File: src/rtl/sc_mux81_scan_sampler.sv
// Scan sampler: steps an 8:1 mux select through all channels, waits a settle
// time per channel, samples the mux output and publishes a packed frame word.
module sc_mux81_scan_sampler #(
  parameter int SCAN_SELECTWIDTH = 4,
  parameter int SCAN_DIVWIDTH    = 8,
  parameter int SCAN_NUMCH       = 8
) (
  input  logic                        SC_SCAN_CLOCK_50,
  input  logic                        SC_SCAN_RESET_InLow,
  input  logic                        SC_SCAN_start_In,
  input  logic [SCAN_DIVWIDTH-1:0]    SC_SCAN_divider_InBUS,
  input  logic                        SC_SCAN_muxZ_In,
  output logic [SCAN_SELECTWIDTH-1:0] SC_SCAN_select_OutBUS,
  output logic [SCAN_NUMCH-1:0]       SC_SCAN_word_OutBUS,
  output logic                        SC_SCAN_busy_Out,
  output logic                        SC_SCAN_done_Out
);

  typedef enum logic [1:0] {
    S_IDLE,
    S_SETTLE,
    S_SAMPLE,
    S_DONE
  } state_t;

  localparam logic [SCAN_SELECTWIDTH-1:0] LAST_CH =
    SCAN_SELECTWIDTH'(SCAN_NUMCH - 1);

  state_t                      state_q, state_d;
  logic [SCAN_SELECTWIDTH-1:0] ch_q, ch_d;
  logic [SCAN_DIVWIDTH-1:0]    cnt_q, cnt_d;
  logic [SCAN_DIVWIDTH-1:0]    dlat_q, dlat_d;
  logic [SCAN_NUMCH-1:0]       shadow_q, shadow_d;
  logic [SCAN_NUMCH-1:0]       word_q, word_d;
  logic [SCAN_SELECTWIDTH-1:0] sel_q, sel_d;
  logic                        busy_q, busy_d;
  logic                        done_q, done_d;

  always_ff @(posedge SC_SCAN_CLOCK_50 or negedge SC_SCAN_RESET_InLow) begin
    if (!SC_SCAN_RESET_InLow) begin
      state_q  <= S_IDLE;
      ch_q     <= '0;
      cnt_q    <= '0;
      dlat_q   <= '0;
      shadow_q <= '0;
      word_q   <= '0;
      sel_q    <= '0;
      busy_q   <= 1'b0;
      done_q   <= 1'b0;
    end else begin
      state_q  <= state_d;
      ch_q     <= ch_d;
      cnt_q    <= cnt_d;
      dlat_q   <= dlat_d;
      shadow_q <= shadow_d;
      word_q   <= word_d;
      sel_q    <= sel_d;
      busy_q   <= busy_d;
      done_q   <= done_d;
    end
  end

  always_comb begin
    state_d  = state_q;
    ch_d     = ch_q;
    cnt_d    = cnt_q;
    dlat_d   = dlat_q;
    shadow_d = shadow_q;
    word_d   = word_q;
    done_d   = 1'b0;

    unique case (state_q)
      S_IDLE: begin
        if (SC_SCAN_start_In) begin
          dlat_d  = SC_SCAN_divider_InBUS;
          cnt_d   = SC_SCAN_divider_InBUS;
          ch_d    = '0;
          state_d = S_SETTLE;
        end
      end
      S_SETTLE: begin
        if (cnt_q == '0) state_d = S_SAMPLE;
        else             cnt_d   = cnt_q - 1'b1;
      end
      S_SAMPLE: begin
        for (int i = 0; i < SCAN_NUMCH; i++) begin
          if (ch_q == SCAN_SELECTWIDTH'(i)) shadow_d[i] = SC_SCAN_muxZ_In;
        end
        // publish together with the last sample so done lands on DONE
        if (ch_q == LAST_CH) begin
          word_d  = shadow_d;
          done_d  = 1'b1;
          state_d = S_DONE;
        end else begin
          ch_d    = ch_q + 1'b1;
          cnt_d   = dlat_q;
          state_d = S_SETTLE;
        end
      end
      S_DONE: begin
        ch_d    = '0;
        state_d = S_IDLE;
      end
      default: state_d = S_IDLE;
    endcase

    sel_d  = (state_d == S_IDLE) ? '0 : ch_d;
    busy_d = (state_d != S_IDLE);
  end

  assign SC_SCAN_select_OutBUS = sel_q;
  assign SC_SCAN_word_OutBUS   = word_q;
  assign SC_SCAN_busy_Out      = busy_q;
  assign SC_SCAN_done_Out      = done_q;

endmodule

File: config.mk
export PLATFORM = sky130hd
export DESIGN_NAME = sc_mux81_scan_sampler
export DESIGN_NICKNAME = d
export VERILOG_FILES = /design/src/rtl/sc_mux81_scan_sampler.sv
export SDC_FILE = /design/constraint.sdc
export NUM_CORES = 1
export LEC_CHECK = 0
export ABC_AREA = 1
export BUFFER_PORTS_ARGS = -buffer_cell sky130_fd_sc_hd__buf_2
export CAP_MARGIN = 20
export CORE_MARGIN = 2
export CORE_UTILIZATION = 40
export DETAILED_ROUTE_END_ITERATION = 7
export GPL_ROUTABILITY_DRIVEN = 0
export GPL_TIMING_DRIVEN = 1
export PLACE_DENSITY = 0.6
export SETUP_SLACK_MARGIN = 0.15
export SLEW_MARGIN = 20
export SYNTH_ARGS = -nofsm -noshare
export SYNTH_HDL_FRONTEND = slang
export SYNTH_SLANG_ARGS = --single-unit
export TNS_END_PERCENT = 100
File: constraint.sdc
create_clock -name SC_SCAN_CLOCK_50 -period 1.9 [get_ports SC_SCAN_CLOCK_50]
set_input_delay 0.38 -clock SC_SCAN_CLOCK_50 [delete_from_list [all_inputs] [get_ports SC_SCAN_CLOCK_50]]
set_output_delay 0.38 -clock SC_SCAN_CLOCK_50 [all_outputs]
set_load 0.01 [all_outputs]
==> results.cfg, run 1 <==
[clock_tree]
cts.sinks = 43
ctsResizeCount = 0
root_buffer = clkbuf_8
hold_buffers = 0
cts_tree = done
post_cts_buffers = 0
clk_path_buf_depth = 2
cts_made_buffers = 5
clkTransAtPathRegs_ns = 0.08
cts.htree.levels = 2
clock_latency_ns = 0.30

[die]
pin_count = 26
die_w_um = 79.87
fp.dieH_um = 79.87
fp-row-count = 27
dieArea_um2 = 6378
start_util_pct = 41.55
coreArea_um2 = 5540

[yosys]
yosys_most_used_dff = dfrtp_1
syn_nets = 310
ys_seq_area_share_pct = 46.74
synth_async_sr_flop_share_pct = 100.0
synth_edf_count = 0
ys_warn_count = 0
yosys.cell_types.count = 26
syn_area_per_cell_um2 = 7.994
synth_area_um2 = 2302
ys_seq_elements = 43
synthCells = 288

[worst_setup_path]
r2r_slack_ns = 0.21
required_ns = 2.09
r2r-end = dlat_q[6]
r2r_start = state_q[1]
critPathKind = reg2reg
r2r_cells = 4
cp.arrival_ns = 1.88
crit_path_start_kind = register
path_max_fanout = 12
endpoint_kind = register

[detailed_routing]
wl_per_cell_um = 12.16
ant_nets = 0
vias = 1860
dr.pass1.iters = 4
viasPerCell = 4.757
drt_iter0_markers = 146
totalWireLength_mm = 4.753
drcViolationCount = 0

[power]
powerDensity_nw_per_um2 = 1311
peakVddDrop_v = 0.0006346
p_leak_nw = 1.359

[grt]
overflow = 0
antenna_found_initial = 0
grt_pass1_wl_mm = 8.211
grt_pass1_vias = 1730
track_usage_pct = 16.83
grt_max_degree = 23

[flow_run]
drv_cap = 0

[layout]
mostFrequentLayoutCell = nand2_1
area_growth_pct = 14.24
multiInputGateArea_um2 = 1061
nets = 340
n_fill_cell = 556
layout-drive-gt1-share_pct = 17.87
final-seq-area_um2 = 1076
num_antenna_cells = 0
final_cell_mix = nand2_1 (89), dfrtp_1 (43), inv_1 (34), buf_2 (25), nor2_1 (23)

[min_path]
holdCritPathClass = in2async

[timing]
setup_viol = 0
fin_setup_tns_ns = 0
slew_violations = 0
period_share_pct = 88.81
timing.slew.headroom_pct = 65.28
hold_viol = 0
finalCriticalPeriod_ns = 1.687
worst_pin_slew_ns = 0.5208
clock.fmax_mhz = 592.7
grt_setup_unrepaired = true
skew_ns = 0.007853
hold_slack_ns = 0.04616

[run_status]
status = completed

[placement]
port-buffer-count = 25
hpwlAfterDp_mm = 3.504
## cell type report
type,instances,share of cell area (%)
Clock buffer,5,2.617
Multi-Input combinational cell,201,40.34
Clock inverter,3,0.7612
Timing Repair Buffer,30,6.660
Inverter,37,5.281
Sequential cell,43,40.91
Tap cell,72,3.425
## cells in the mapped netlist (2+ instances only)
| library cell | n | area (um^2) |
|---|---|---|
| inv_1 | 34 | 127.6 |
| o21ai_1 | 2 | 10.01 |
| buf_2 | 4 | 20.02 |
| nor2_1 | 23 | 86.33 |
| ha_1 | 10 | 125.1 |
| inv_2 | 3 | 11.26 |
| nand3_1 | 14 | 70.07 |
| mux2_2 | 4 | 45.04 |
| nand2_1 | 89 | 334.1 |
| o21ai_0 | 22 | 110.1 |
| o21ai_2 | 4 | 35.03 |
| nand4_1 | 2 | 12.51 |
| o22ai_1 | 2 | 12.51 |
| nand3_4 | 2 | 35.03 |
| a21oi_1 | 19 | 95.09 |
| dfrtp_1 | 43 | 1076 |
| o21a_1 | 2 | 15.01 |
## power by group
group	internal, mW	leakage, nW	total [mW]	switching [mW]
logic	0.571	0.827	1.46	0.886
registers	1.20	0.492	1.40	0.199
clock network	0.256	0.0402	0.594	0.338
total	2.02	1.36	3.45	1.42
## stage by stage
step | instances | worst slack [ns] | utilization [%] | instance area (um^2) | power (mW)
global placement | 383 | 0.2138 | 45.57 | 2525 | 2.829
global route | 391 | 0.1129 | 47.47 | 2630 | 3.776
detailed placement | 383 | 0.2030 | 45.57 | 2525 | 2.853
floorplan | 288 | 0.4127 | - | 2302 | 2.514
finish | 391 | 0.2127 | 47.47 | 2630 | 3.448
CTS | 391 | 0.1926 | 47.18 | 2614 | 3.460
## worst max-delay path, stage by stage (launching register included)
cell and delay (ns):
dfrtp_1 0.44, inv_1 0.11, ha_1 0.25, nand2_1 0.39, mux2_2 0.39
## cell families (layout without fill, tap and decap cells)
logic type / after synthesis / after routing / synth area share (%)
AOI/OAI and AO/OA: 52 / 52 / 12.39
xor gates and xnor gates: 1 / 1 / 0.3805
adders and majority gates: 10 / 10 / 5.435
buffers and inverters: 44 / 75 / 7.880
DFF: 43 / 43 / 46.74
muxes: 4 / 4 / 1.956
and+or+nand+nor: 134 / 134 / 25.22
## sequential cells by signal (all words and copies together), names as in the netlist
name / count
SC_SCAN_busy_Out: 1
shadow_q: 7
dlat_q: 8
ch_q: 4
cnt_q: 8
SC_SCAN_done_Out: 1
state_q: 2
SC_SCAN_word_OutBUS: 8
SC_SCAN_select_OutBUS: 4
## layer usage
metal  GRT usage (%)  up-vias  part of all wire [%]
met5               0        -                     0
met4           5.593        0                   1.1
met3           4.072        5                   3.3
met2           24.12       26                    42
met1           24.84      857                    54
li1                -      972                     -
## worst max path at each step
stage / depth (start not counted) / end / start / slack, ns
6_report: 4 / dlat_q[6] / state_q[1] / 0.21
5_1_grt: 4 / dlat_q[5] / state_q[0] / 0.11
4_1_cts: 6 / SC_SCAN_select_OutBUS[1] / state_q[0] / 0.19
3_5_place_dp: 6 / SC_SCAN_select_OutBUS[0] / state_q[0] / 0.20
3_3_place_gp: 6 / SC_SCAN_select_OutBUS[0] / state_q[0] / 0.21
2_1_floorplan: 7 / cnt_q[2] / state_q[0] / 0.41
Power figures use the tool's default switching activity.
==> run 2, diff against run 1 <==
REMOVE_ABC_BUFFERS = 1   (was unset)
==> run 2 against run 1 <==
  * Flip-flop and latch count unchanged
  * Combinational power about the same
  * Critical endpoint is now dlat_q[5]
  * Critical path type unchanged
  * Sequential power about the same
==> results.cfg, run 2 (same netlist as run 1, synthesis figures left out) <==
[timing]
setup_viol = 0
period_share_pct = 86.50
finalCriticalPeriod_ns = 1.644
hold_viol = 0
slew_violations = 0
grt_setup_unrepaired = false
skew_ns = 0.01235
timing.slew.headroom_pct = 65.36
clock.fmax_mhz = 608.4
fin_setup_tns_ns = 0
worst_pin_slew_ns = 0.5197

[grt]
antenna_found_initial = 0
grt_max_degree = 23
use_met3_pct = 2.941
busiest_layer = met1
track_usage_pct = 16.48
grt_pass1_vias = 1711
grt_use_met2_pct = 23.53
overflow = 0
grt_pass1_wl_mm = 8.079
met1_usage_pct = 24.66

[clock_tree]
cts_made_buffers = 5
cts_tree = done
root_buffer = clkbuf_8
cts.htree.levels = 2
clock_latency_ns = 0.29
clk_path_buf_depth = 2
cts.sinks = 43
hold_buffers = 0
clkTransAtPathRegs_ns = 0.08

[die]
die_w_um = 79.87
fp-row-count = 27
pin_count = 26
coreArea_um2 = 5540
dieArea_um2 = 6378
start_util_pct = 41.55
fp.dieH_um = 79.87

[detailed_routing]
drt_iter0_markers = 81
ant_nets = 0
totalWireLength_mm = 4.822
vias = 1852
drcViolationCount = 0
viasPerCell = 4.701
wl_per_cell_um = 12.24
dr.pass1.iters = 4

[layout]
final_util_pct = 47.58
layout-drive-gt1-share_pct = 18.63
area_growth_pct = 14.51
num_antenna_cells = 0
nets = 343
instances_no_fill = 394
final_cell_mix = nand2_1 (89), dfrtp_1 (43), inv_1 (33), buf_2 (25), nor2_1 (23)
n_fill_cell = 588
mostFrequentLayoutCell = nand2_1

[worst_setup_path]
path_buf_inv = 1
r2r_cells = 4
critPathTopFamily = flip-flops
slowest_delay_ns = 0.42
crit_path_start_kind = register
required_ns = 2.08
path_max_fanout = 12
crit_chain = inv_1 > ha_1 > nand2_1 > mux2_2
slowest_stage = dfrtp_1
crit_cells = 4
critPathKind = reg2reg
endpoint_kind = register
cp.arrival_ns = 1.83

[placement]
port-buffer-count = 25
hpwlAfterDp_mm = 3.547
dpl.cell_count = 383

[flow_run]
drv_cap = 0

[run_status]
status = completed

[power]
p_leak_nw = 1.372
powerDensity_nw_per_um2 = 1295
peakVddDrop_v = 0.0004645

[min_path]
holdCritPathClass = in2async
==> run 2: final timing paths <==
| path | slack (ns) | from | to |
|---|---|---|---|
| worst min register to register | 0.48 | SC_SCAN_word_OutBUS[7] | SC_SCAN_word_OutBUS[7] |
| min in group SC_SCAN_CLOCK_50 | 0.30 | SC_SCAN_muxZ_In | SC_SCAN_word_OutBUS[7] |
| worst max register to register | 0.26 | state_q[0] | dlat_q[5] |
| worst min-delay path | 0.06 | SC_SCAN_RESET_InLow | shadow_q[1] |
| worst max-delay path | 0.26 | state_q[0] | dlat_q[5] |
| max in group asynchronous | 1.33 | SC_SCAN_RESET_InLow | dlat_q[1] |
==> run 2: repair_timing <==
action,4_1_cts,5_1_grt
setup endpoints to repair,0,13
setup buffers,0,3
gates resized for setup,0,4
==> run 2: per-layer routing <==
metal / vias up / share of wire, %
met3: 6 / 3.7
met1: 832 / 52
met4: 0 / 1.5
li1: 982 / -
met2: 32 / 43
met5: - / 0
==> run 2: metrics by stage <==
stage	total power, mW	setup WS (ns)	instance area [um^2]	hold WS, ns
after floorplan	2.475	0.1846	2260	0.08441
after CTS	3.443	0.2363	2606	0.06221
after global placement	2.835	0.2749	2525	0.3907
after detailed placement	2.869	0.2359	2525	0.3890
final	3.414	0.2565	2636	0.05759
after global routing	3.743	0.1425	2636	0.09699
==> run 2: area by class of cell <==
| class | instances | area [um^2] | share of cell area, % |
|---|---|---|---|
| flip-flops and latches | 43 | 1076 | 40.82 |
| multi-input cells | 201 | 1052 | 39.91 |
| repair buffers | 33 | 197.7 | 7.499 |
| inverters | 37 | 138.9 | 5.268 |
| well taps | 72 | 90.09 | 3.417 |
| clock buffers | 7 | 76.32 | 2.895 |
| clock inverters | 1 | 5.005 | 0.1898 |
==> run 2: power by group <==
part,internal (mW),total (mW),switching (mW)
registers,1.20,1.40,0.206
logic,0.576,1.46,0.882
clock network,0.258,0.552,0.294
total,2.03,3.41,1.38
